File: src/rtl/seg7_pkg.sv
// Shared definitions for the seven-segment display bus receiver.
// Contents:
//   SEG_0..SEG_9, SEG_BLANK : active-high segment patterns (bit0=a ... bit6=g),
//                             identical to the ones used by the display encoder
//   DIG_BLANK               : digit code reported for a dark (blank) display
//   seg7_dec_state_t        : receiver phase-tracking FSM states
//   seg7_bcd_to_bin         : {tens,ones} BCD pair to binary, 7'h7F when blank
package seg7_pkg;

  localparam logic [6:0] SEG_0     = 7'h3F;
  localparam logic [6:0] SEG_1     = 7'h06;
  localparam logic [6:0] SEG_2     = 7'h5B;
  localparam logic [6:0] SEG_3     = 7'h4F;
  localparam logic [6:0] SEG_4     = 7'h66;
  localparam logic [6:0] SEG_5     = 7'h6D;
  localparam logic [6:0] SEG_6     = 7'h7D;
  localparam logic [6:0] SEG_7     = 7'h07;
  localparam logic [6:0] SEG_8     = 7'h7F;
  localparam logic [6:0] SEG_9     = 7'h6F;
  localparam logic [6:0] SEG_BLANK = 7'h00;

  localparam logic [3:0] DIG_BLANK = 4'hF;

  typedef enum logic [1:0] {IDLE, SETTLE, HELD} seg7_dec_state_t;

  // tens*10 is built from two shifts; inputs are always 0-9 or DIG_BLANK.
  function automatic logic [6:0] seg7_bcd_to_bin(input logic [3:0] tens,
                                                 input logic [3:0] ones);
    logic [6:0] t7;
    logic [6:0] o7;
    if (tens == DIG_BLANK || ones == DIG_BLANK) begin
      return 7'h7F;
    end
    t7 = {3'b000, tens};
    o7 = {3'b000, ones};
    return (t7 << 3) + (t7 << 1) + o7;
  endfunction

endpackage

File: src/rtl/seg7_mux_decoder_if.sv
// Display-bus receiver interface.
// Signals:
//   disp_in     [7]=sel (1=tens, 0=ones), [6:0]=segment pattern
//   err_clr     synchronous clear of err_seg
//   tens_out    last frame tens digit (4'hF = blank)
//   ones_out    last frame ones digit (4'hF = blank)
//   frame_valid one-cycle pulse when tens_out/ones_out update
//   err_seg     sticky illegal-pattern flag
//   link_live   sel is still toggling
//   value_out   binary value of the last frame (optional feature, else 0)
// Modports: master = bus/stimulus side, slave = decoder side.
interface seg7_mux_decoder_if;

  logic [7:0] disp_in;
  logic       err_clr;
  logic [3:0] tens_out;
  logic [3:0] ones_out;
  logic       frame_valid;
  logic       err_seg;
  logic       link_live;
  logic [6:0] value_out;

  modport master (
    output disp_in, err_clr,
    input  tens_out, ones_out, frame_valid, err_seg, link_live, value_out
  );

  modport slave (
    input  disp_in, err_clr,
    output tens_out, ones_out, frame_valid, err_seg, link_live, value_out
  );

endinterface

File: src/rtl/seg7_pattern_decode.sv
// Combinational segment-pattern to BCD decoder.
// Ports:
//   seg   in  7  segment pattern, bit0=a ... bit6=g, active high
//   digit out 4  0-9, or DIG_BLANK for an all-dark pattern
//   legal out 1  pattern is one of 0-9 or blank
module seg7_pattern_decode
  import seg7_pkg::*;
(
  input  logic [6:0] seg,
  output logic [3:0] digit,
  output logic       legal
);

  always_comb begin
    digit = DIG_BLANK;
    legal = 1'b1;
    case (seg)
      SEG_0:     digit = 4'd0;
      SEG_1:     digit = 4'd1;
      SEG_2:     digit = 4'd2;
      SEG_3:     digit = 4'd3;
      SEG_4:     digit = 4'd4;
      SEG_5:     digit = 4'd5;
      SEG_6:     digit = 4'd6;
      SEG_7:     digit = 4'd7;
      SEG_8:     digit = 4'd8;
      SEG_9:     digit = 4'd9;
      SEG_BLANK: digit = DIG_BLANK;
      default:   legal = 1'b0;
    endcase
  end

endmodule

File: src/rtl/seg7_mux_decoder.sv
// Receive side of the time-multiplexed dual seven-segment display bus.
// Debounces each sel phase, decodes the pattern, reassembles {tens,ones}
// frames, flags illegal patterns and watches for a stalled bus.
// Ports:
//   clk    in  clock
//   reset  in  asynchronous, active-high
//   bus    seg7_mux_decoder_if.slave (disp_in, err_clr in; frame/status out)
// Parameters:
//   STABLE_CYCLES  identical consecutive samples needed to capture a phase (>=1)
//   TIMEOUT_CYCLES cycles without a sel toggle before link_live drops (>=4)
// Build option:
//   SEG7_DEC_BINARY_EN  when defined, value_out carries tens*10+ones
//                       (7'h7F if either digit is blank); otherwise 7'h00.
module seg7_mux_decoder
  import seg7_pkg::*;
#(
  parameter int STABLE_CYCLES  = 2,
  parameter int TIMEOUT_CYCLES = 64
) (
  input logic               clk,
  input logic               reset,
  seg7_mux_decoder_if.slave bus
);

  localparam int CW = $clog2(STABLE_CYCLES + 2);
  localparam int TW = $clog2(TIMEOUT_CYCLES + 1);
  localparam logic [CW-1:0] STAB_TARGET = CW'(STABLE_CYCLES);
  localparam logic [CW-1:0] STAB_ONE    = CW'(1);
  localparam logic [TW-1:0] TO_MAX      = TW'(TIMEOUT_CYCLES);
  localparam logic [TW-1:0] TO_ONE      = TW'(1);

  // Input sampling. The valid bits keep the reset value of the sample
  // registers from looking like a sel toggle right after reset.
  logic [7:0] sample_reg;
  logic [7:0] prev_reg;
  logic       sample_vld_reg;
  logic       prev_vld_reg;

  always_ff @(posedge clk or posedge reset) begin
    if (reset) begin
      sample_reg     <= 8'h00;
      prev_reg       <= 8'h00;
      sample_vld_reg <= 1'b0;
      prev_vld_reg   <= 1'b0;
    end else begin
      sample_reg     <= bus.disp_in;
      prev_reg       <= sample_reg;
      sample_vld_reg <= 1'b1;
      prev_vld_reg   <= sample_vld_reg;
    end
  end

  logic sel_chg;
  logic same;
  assign sel_chg = prev_vld_reg && (sample_reg[7] != prev_reg[7]);
  assign same    = prev_vld_reg && (sample_reg == prev_reg);

  logic [3:0] dec_digit;
  logic       dec_legal;

  seg7_pattern_decode u_decode (
    .seg   (sample_reg[6:0]),
    .digit (dec_digit),
    .legal (dec_legal)
  );

  // Phase-tracking FSM
  seg7_dec_state_t state_reg, state_next;
  logic [CW-1:0]   stab_cnt_reg, stab_cnt_next;
  logic [TW-1:0]   to_cnt_reg, to_cnt_next;
  logic [CW-1:0]   stab_inc;
  logic            to_sat;
  logic            capture;     // current phase is stable long enough
  logic            phase_drop;  // phase ended without a capture

  assign stab_inc = stab_cnt_reg + STAB_ONE;
  assign to_sat   = (to_cnt_reg == TO_MAX);

  always_ff @(posedge clk or posedge reset) begin
    if (reset) begin
      state_reg    <= IDLE;
      stab_cnt_reg <= '0;
      to_cnt_reg   <= '0;
    end else begin
      state_reg    <= state_next;
      stab_cnt_reg <= stab_cnt_next;
      to_cnt_reg   <= to_cnt_next;
    end
  end

  always_comb begin
    state_next    = state_reg;
    stab_cnt_next = stab_cnt_reg;
    capture       = 1'b0;
    phase_drop    = 1'b0;
    to_cnt_next   = to_sat ? to_cnt_reg : (to_cnt_reg + TO_ONE);
    if (sel_chg) begin
      to_cnt_next = '0;
    end

    case (state_reg)
      IDLE: begin
        if (sel_chg) begin
          state_next    = SETTLE;
          stab_cnt_next = STAB_ONE;
        end
      end
      SETTLE: begin
        if (sel_chg) begin
          // Phase ended before it settled: the frame it belongs to is lost.
          stab_cnt_next = STAB_ONE;
          phase_drop    = 1'b1;
        end else if (to_sat) begin
          state_next = IDLE;
          phase_drop = 1'b1;
        end else if (same) begin
          if (stab_inc >= STAB_TARGET) begin
            capture    = 1'b1;
            state_next = HELD;
          end else begin
            stab_cnt_next = stab_inc;
          end
        end else begin
          // Segment change inside the phase: restart debounce.
          stab_cnt_next = STAB_ONE;
        end
      end
      HELD: begin
        if (sel_chg) begin
          state_next    = SETTLE;
          stab_cnt_next = STAB_ONE;
        end else if (to_sat) begin
          // Bus stalled: forget any armed tens so re-lock needs a full pair.
          state_next = IDLE;
          phase_drop = 1'b1;
        end
      end
      default: begin
        state_next = IDLE;
      end
    endcase
  end

  assign bus.link_live = (state_reg != IDLE) && !to_sat;

  // Frame assembly
  logic       t_ok_reg;
  logic       t_valid_reg;
  logic [3:0] t_hold_reg;
  logic [3:0] tens_reg;
  logic [3:0] ones_reg;
  logic       frame_valid_reg;
  logic       err_seg_reg;
  logic       frame_load;

  assign frame_load = capture && !sample_reg[7] && t_ok_reg && t_valid_reg && dec_legal;

  always_ff @(posedge clk or posedge reset) begin
    if (reset) begin
      t_ok_reg        <= 1'b0;
      t_valid_reg     <= 1'b0;
      t_hold_reg      <= DIG_BLANK;
      tens_reg        <= DIG_BLANK;
      ones_reg        <= DIG_BLANK;
      frame_valid_reg <= 1'b0;
      err_seg_reg     <= 1'b0;
    end else begin
      frame_valid_reg <= frame_load;

      if (capture && !dec_legal) begin
        err_seg_reg <= 1'b1;
      end else if (bus.err_clr) begin
        err_seg_reg <= 1'b0;
      end

      if (phase_drop) begin
        t_ok_reg <= 1'b0;
      end

      if (capture) begin
        if (sample_reg[7]) begin
          t_ok_reg    <= 1'b1;
          t_valid_reg <= dec_legal;
          t_hold_reg  <= dec_digit;
        end else begin
          t_ok_reg <= 1'b0;
        end
      end

      if (frame_load) begin
        tens_reg <= t_hold_reg;
        ones_reg <= dec_digit;
      end
    end
  end

  assign bus.tens_out    = tens_reg;
  assign bus.ones_out    = ones_reg;
  assign bus.frame_valid = frame_valid_reg;
  assign bus.err_seg     = err_seg_reg;

`ifdef SEG7_DEC_BINARY_EN
  logic [6:0] value_reg;

  always_ff @(posedge clk or posedge reset) begin
    if (reset) begin
      value_reg <= 7'h00;
    end else if (frame_load) begin
      value_reg <= seg7_bcd_to_bin(t_hold_reg, dec_digit);
    end
  end

  assign bus.value_out = value_reg;
`else
  assign bus.value_out = 7'h00;
`endif

endmodule

File: src/flat_wrapper.sv
// flat-port wrapper written by rule: the top's interface ports become plain ports
module seg7_mux_decoder_flat import seg7_pkg::*;
#(
  parameter int STABLE_CYCLES  = 2,
  parameter int TIMEOUT_CYCLES = 64
)
  (clk, reset, bus_disp_in, bus_err_clr, bus_tens_out, bus_ones_out, bus_frame_valid, bus_err_seg, bus_link_live, bus_value_out);
  seg7_mux_decoder_if bus_i ();
  input logic clk;
  input logic reset;
  input wire logic [$bits(bus_i.disp_in)-1:0] bus_disp_in;
  input wire logic [$bits(bus_i.err_clr)-1:0] bus_err_clr;
  output wire logic [$bits(bus_i.tens_out)-1:0] bus_tens_out;
  output wire logic [$bits(bus_i.ones_out)-1:0] bus_ones_out;
  output wire logic [$bits(bus_i.frame_valid)-1:0] bus_frame_valid;
  output wire logic [$bits(bus_i.err_seg)-1:0] bus_err_seg;
  output wire logic [$bits(bus_i.link_live)-1:0] bus_link_live;
  output wire logic [$bits(bus_i.value_out)-1:0] bus_value_out;
  assign bus_i.disp_in = bus_disp_in;
  assign bus_i.err_clr = bus_err_clr;
  assign bus_tens_out = bus_i.tens_out;
  assign bus_ones_out = bus_i.ones_out;
  assign bus_frame_valid = bus_i.frame_valid;
  assign bus_err_seg = bus_i.err_seg;
  assign bus_link_live = bus_i.link_live;
  assign bus_value_out = bus_i.value_out;
  seg7_mux_decoder #(.STABLE_CYCLES(STABLE_CYCLES), .TIMEOUT_CYCLES(TIMEOUT_CYCLES)) u_core (.clk(clk), .reset(reset), .bus(bus_i));
endmodule
File: config.mk
export PLATFORM = sky130hd
export DESIGN_NAME = seg7_mux_decoder_flat
export DESIGN_NICKNAME = d
export VERILOG_FILES = /design/src/rtl/seg7_pkg.sv /design/src/rtl/seg7_mux_decoder_if.sv /design/src/rtl/seg7_pattern_decode.sv /design/src/rtl/seg7_mux_decoder.sv /design/src/flat_wrapper.sv
export SDC_FILE = /design/constraint.sdc
export NUM_CORES = 1
export LEC_CHECK = 0
export BUFFER_PORTS_ARGS = -buffer_cell sky130_fd_sc_hd__buf_2
export CAP_MARGIN = 30
export CORE_UTILIZATION = 45
export DETAILED_ROUTE_END_ITERATION = 8
export PLACE_DENSITY = 0.76
export SYNTH_ARGS = -nofsm -noshare
export SYNTH_HDL_FRONTEND = slang
export SYNTH_SLANG_ARGS = --single-unit
File: constraint.sdc
create_clock -name clk -period 3.6 [get_ports clk]
set_input_delay 0.36 -clock clk [delete_from_list [all_inputs] [get_ports clk]]
set_output_delay 0.36 -clock clk [all_outputs]
set_load 0.05 [all_outputs]
## Word-level counts from Yosys, hierarchy flattened

Index checks and enable logic that the tools add are counted.

| word-level totals | value |
|---|---|
| register bits after elaboration | 45 |
| latch bits | 0 |
| bits in writable memories | 0 |
| ROM bits | 0 |
| input bits | 11 |
| output and inout port bits | 18 |
| word-level logic and storage cells | 94 |
| memories kept | 0 |

| cells by class | value |
|---|---|
| add/sub/neg operators | 2 |
| multipliers | 0 |
| divide/modulo/power cells | 0 |
| $lt $le $gt $ge | 1 |
| eq/ne operators | 24 |
| shifts and indexed selects | 0 |
| multiplexer cells | 31 |
| bitwise operators | 0 |
| reduce and logical (&&, ||, !) cells | 22 |

Operator list:

| cell | number |
|---|---|
| $eq A7 B7 Y1 const B | 8 |
| $pmux W4 S10 | 1 |
| $mux W2 | 11 |
| $eq A7 B3 Y1 const B | 2 |
| $mux W1 | 14 |
| $mux W7 | 2 |
| $reduce_or A11 Y1 | 1 |
| $ne A3 B1 Y1 const B | 3 |
| $eq A8 B8 Y1 | 1 |
| $logic_and A1 B1 Y1 | 8 |
| $reduce_bool A2 Y1 | 4 |
| $add A7 B1 Y7 const B | 1 |
| $eq A7 B6 Y1 const B | 1 |
| $logic_not A7 Y1 | 1 |
| $ne A2 B1 Y1 const B | 3 |
| $pmux W2 S3 | 1 |
| $reduce_and A5 Y1 | 1 |
| $ne A4 B3 Y1 const B | 1 |
| $pmux W2 S2 | 1 |
| $reduce_and A4 Y1 | 1 |
| $logic_not A1 Y1 | 3 |
| $ne A3 B2 Y1 const B | 1 |
| $add A2 B1 Y2 const B | 1 |
| $eq A2 B1 Y1 const B | 1 |
| other kinds (8) | 8 |

## Depth between registers and ports, before layout

| logic depth | value |
|---|---|
| depth after elaboration | 11 |
| mapped depth | 7 |
| depth with buffers taken out | 7 |

## Cells and area by module

From an unflattened synthesis, not the netlist that was laid out.

| second synthesis, totals | value |
|---|---|
| cells, all modules | 219 |
| area total of the unflattened synthesis | 2332.2 um^2 |

Modules (own cells, without submodules):

| module | times used | cells each | area an instance (um^2) | seq. area each (um^2) |
|---|---|---|---|---|
| seg7_mux_decoder | 1 | 163 | 1960.6 | 1141.1 |
| seg7_pattern_decode | 1 | 56 | 371.6 | 0.0 |

## Worst setup path after synthesis

Ideal clock, no wire load.

| path | value |
|---|---|
| path kind | register -> register |
| start point | reg u_core.sample_reg[0] |
| end point | reg u_core.tens_reg[0] (netlist: u_core.bus.tens_out[0]) |
| setup time | 0.082 ns |
| data arrival time | 2.186 ns |
| required time | 3.518 ns |
| path slack | 1.332 ns |
| cell stages (with the launch flop) | 7 |
| path buffers | 1 |
| path through | dfrtp_1 buf_6 or3b_4 o32ai_4 nor4_2 a2111oi_4 mux2_2 |

| on the way | value |
|---|---|
| word-level cells in the longest chain between the ends | 10 |
| elaborated cells between the ends (all ways) | 23 |
| classes of those cells | 11 x eq/ne; 5 x mux; 7 x reduce/logical |

RTL lines:

| element | RTL line | source |
|---|---|---|
| from (decl) | seg7_mux_decoder.sv:34 | `logic [7:0] sample_reg;` |
| from (signal assigned) | seg7_mux_decoder.sv:46 | `sample_reg <= bus.disp_in;` |
| $eq A8 B8 Y1 | seg7_mux_decoder.sv:56 | `assign same = prev_vld_reg && (sample_reg == prev_reg);` |
| $logic_and A1 B1 Y1 | seg7_mux_decoder.sv:56 |  |
| $mux W1 | seg7_mux_decoder.sv:116 | `end else if (same) begin` |
| $mux W1 | seg7_mux_decoder.sv:113 | `end else if (to_sat) begin` |
| $mux W1 | seg7_mux_decoder.sv:109 | `if (sel_chg) begin` |
| $mux W1 | seg7_mux_decoder.sv:101 | `case (state_reg)` |
| $logic_and A1 B1 Y1 (3 in series) | seg7_mux_decoder.sv:156 | `assign frame_load = capture && !sample_reg[7] && t_ok_reg && t_valid_reg && dec_legal;` |
| $logic_and A1 B1 Y1 (*) | seg7_mux_decoder.sv:156 |  |
| to (signal assigned) | seg7_mux_decoder.sv:191 | `tens_reg <= t_hold_reg;` |
| to (decl) | seg7_mux_decoder.sv:150 | `logic [3:0] tens_reg;` |

Every way passes the cells marked *; elsewhere a longest branch is shown, timed or not.
A chain may end at the register's enable or synchronous reset.

## Worst setup path in the final report

| path | value |
|---|---|
| start point | reg u_core.to_cnt_reg[2] |
| end point | out bus_link_live |

| on the way | value |
|---|---|
| word-level cells in the longest chain between the ends | 3 |

RTL lines:

| element | RTL line | source |
|---|---|---|
| from (decl) | seg7_mux_decoder.sv:70 | `logic [TW-1:0] to_cnt_reg, to_cnt_next;` |
| from (signal assigned) | seg7_mux_decoder.sv:87 | `to_cnt_reg <= to_cnt_next;` |
| $eq A7 B7 Y1 | seg7_mux_decoder.sv:77 | `assign to_sat = (to_cnt_reg == TO_MAX);` |
| $logic_not A1 Y1 | seg7_mux_decoder.sv:144 | `assign bus.link_live = (state_reg != IDLE) && !to_sat;` |
| $logic_and A1 B1 Y1 | seg7_mux_decoder.sv:144 |  |
| to (decl) | flat_wrapper.sv:17 | `output wire logic [$bits(bus_i.link_live)-1:0] bus_link_live;` |

No other way between the ends.

==> results_dict.tcl <==
set metrics [dict create \
    synth-xor-area-share_pct 6.22 \
    min_path_type "in2reg" \
    wl_met3_um 171 \
    synth.distinct_cells 50 \
    vias 1505 \
    power.density_nw_per_um2 462 \
    grt-ovfl-total 0 \
    p_sw_w 0.000356 \
    p_int_w 0.000787 \
    wl_mm 3.77 \
    first_pass_iters 4 \
    die_area_um2 5290 \
    ant_nets 0 \
    synthArstFlopShare_pct 100 \
    fp.dieW_um 72.8 \
    fin_crit_sh_pct 69.7 \
    synth_seq_area_share_pct 50.6 \
    hold_path_depth 1 \
    postCtsSetupBuffers 0 \
    setup_tns_ps 0 \
    yosysWarningCount 0 \
    synth_area_leader_cell "dfrtp_1" \
    fmax_ghz 0.398 \
    clkPwrFrac_pct 27.9 \
    cp_data_arrival_time_ps 2150 \
    setup_viol_count_final 0 \
    coreArea_um2 4790 \
    synth_area_um2 2250 \
    start_util_pct 47.1 \
    peakVddDrop_mv 0.281 \
    yosys_most_used_dff "dfrtp_1" \
    outcome "complete, no violations" \
    fp.dieH_um 72.8 \
    vias_per_cell 5.14 \
    critPathMaxFanout 7 \
    synthMuxAreaShare_pct 4.89 \
    power_leakage_nw 1.06 \
    drt-met1-wl_mm 1.85 \
    hold_viol 0 \
    portBuffers 21 \
    met2_length_mm 1.67 \
    p_comb_share_pct 21.2 \
    top_layer "met4" \
    rsz0062_at_grt "no" \
    synth-seq-cells 45 \
    diodes 0 \
    placed_cell_area_um2 2380 \
    synth_top_family_by_area "simple AND/OR/NAND/NOR gates" \
    post-synth-top-area-fraction_pct 36.6 \
    drtIter0Drc 73 \
    synth_compound_gate_area_share_pct 10.5 \
    rr_startpoint "u_core.to_cnt_reg[2]$_DFFE_PP0P_" \
    worst_clock_skew_ps 9.05 \
    cts_buffer_depth 2 \
    hold_start "bus_disp_in[2]" \
    power_frac_seq_pct 50.9 \
    slew_violations 0 \
    hpwl_mm 2.71 \
    final_cell_area_um2 2470 \
    startpoint_type "register" \
    grt_pass1_wl_mm 6.49 \
    ctsResizeCount 0 \
    cts_tree "done" \
    layout_setup_ws_ps 1090 \
    num-nets-final 242 \
    place_congestion 0.860 \
    swShare_pct 31.1 \
    cts_buffers 5 \
    cts_root_buf "clkbuf_8" \
    layout-drive-gt1-share_pct 25.2 \
    hold_buffers 0 \
    crit_type "reg2out" \
    drv_cap 0 \
    drcViolationCount 0 \
    h-tree-depth 2 \
    synth_cells 204 \
    pre_cts_ws_ps 1120 \
    r2r-end "u_core.t_valid_reg$_DFFE_PP0P_" \
    period_needed_ps 2510 \
    required_ps 3240 \
    grtUsageTotal_pct 16.5 \
    worst-slew-pin-transition_ps 622 \
    ff2ff_path_depth 5 \
    ios 29 \
    max-slew-margin-rel_pct 58.4 \
    r2r_slack_ps 1120 \
    path_clk_slew_ps 80 \
    final_cell_mix "33 x dfrtp_1, 21 x buf_2, 17 x nor2_1" \
    hold_end "u_core.sample_reg[2]$_DFF_PP0_" \
    synth-edff-count 0 \
    cts_sinks 45 \
    synth.area.top_cells "dfrtp_1 37%, dfstp_2 14%, xnor2_1 4.3%" \
    clock_latency_ps 300 \
    grt_max_degree 46 \
    end_kind "output port" \
    syn_to_final_growth_pct 9.77 \
    synthSimpleGateAreaFrac_pct 18.7 \
    wl_per_cell_um 12.9 \
    grt_pass1_vias 1402 \
    synth_area_per_cell_um2 11.0 \
    synthAdderAreaFrac_pct 3.33 \
    antenna_found_initial 0 \
    rows 25 \
    final_common_cell "dfrtp_1" \
]
cell type report:
| class | instances | area, um2 |
|---|---|---|
| clock inverters | 1 | 6.26 |
| well taps | 67 | 83.8 |
| flip-flops and latches | 45 | 1140 |
| inverters | 8 | 30.0 |
| fillers | 439 | 2310 |
| repair buffers | 22 | 113 |
| clock buffers | 7 | 86.3 |
| multi-input cells | 143 | 1010 |
kinds of logic after synthesis:
group | count (synthesis)
AOI/OAI and AO/OA | 29
xor gates and xnor gates | 16
adders and majority gates | 6
buffers and inverters | 22
DFF | 45
muxes | 10
other | 2
and+or+nand+nor | 74
synthesized netlist by cell type, drive strengths merged (3+ instances only):
cell,number
nand2b,4
a21oi,4
nor3,5
nor2,17
nor4,7
mux2,8
o22a,3
dfstp,12
nand3b,3
and3,5
ha,6
nand2,11
dfrtp,33
o21ai,10
xor2,5
inv,8
clkbuf,4
nand3,4
buf,10
xnor2,11
routing by layer:
metal  track usage, %  vias to the layer above
li1                 -                      746
met1             23.1                      709
met2             23.2                       43
met3             5.11                        7
met4             8.06                        0
met5                0                        -
power by group through the flow:
| stage | sequential (W) | clock (W) | combinational (W) |
|---|---|---|---|
| CTS | 0.000581 | 0.000331 | 0.000243 |
| detailed placement | 0.000590 | 0 | 0.000242 |
| floorplan | 0.000576 | 0 | 0.000212 |
| finish | 0.000581 | 0.000319 | 0.000242 |
| global route | 0.000587 | 0.000351 | 0.000270 |
| global placement | 0.000588 | 0 | 0.000236 |
stage by stage:
stage / utilization [%] / instances / hold slack [ps] / total power (W)
floorplan: - / 210 / 331 / 0.000789
global placement: 49.8 / 285 / 333 / 0.000824
detailed placement: 49.8 / 285 / 345 / 0.000831
CTS: 51.7 / 293 / 150 / 0.00115
global route: 51.7 / 293 / 141 / 0.00121
finish: 51.7 / 293 / 159 / 0.00114
worst max-delay path by stage:
stage                                           startpoint                            endpoint  cells past startpoint
final                     u_core.to_cnt_reg[2]$_DFFE_PP0P_                       bus_link_live                      4
after global placement      u_core.sample_reg[0]$_DFF_PP0_  u_core.bus.tens_out[0]$_DFFE_PP1P_                      5
after detailed placement  u_core.to_cnt_reg[2]$_DFFE_PP0P_      u_core.t_valid_reg$_DFFE_PP0P_                      5
after CTS                 u_core.to_cnt_reg[2]$_DFFE_PP0P_                       bus_link_live                      4
after global routing      u_core.to_cnt_reg[2]$_DFFE_PP0P_      u_core.t_valid_reg$_DFFE_PP0P_                      5
after floorplan             u_core.sample_reg[0]$_DFF_PP0_  u_core.bus.tens_out[0]$_DFFE_PP1P_                      6
worst max-delay path, stage by stage (launching register included):
cell and delay [ps]:
dfrtp_1 410, or4b_2 720, nor2_1 430, nor2_1 70
buf_2 220
No activity file was read; power rests on OpenSTA's default activity.
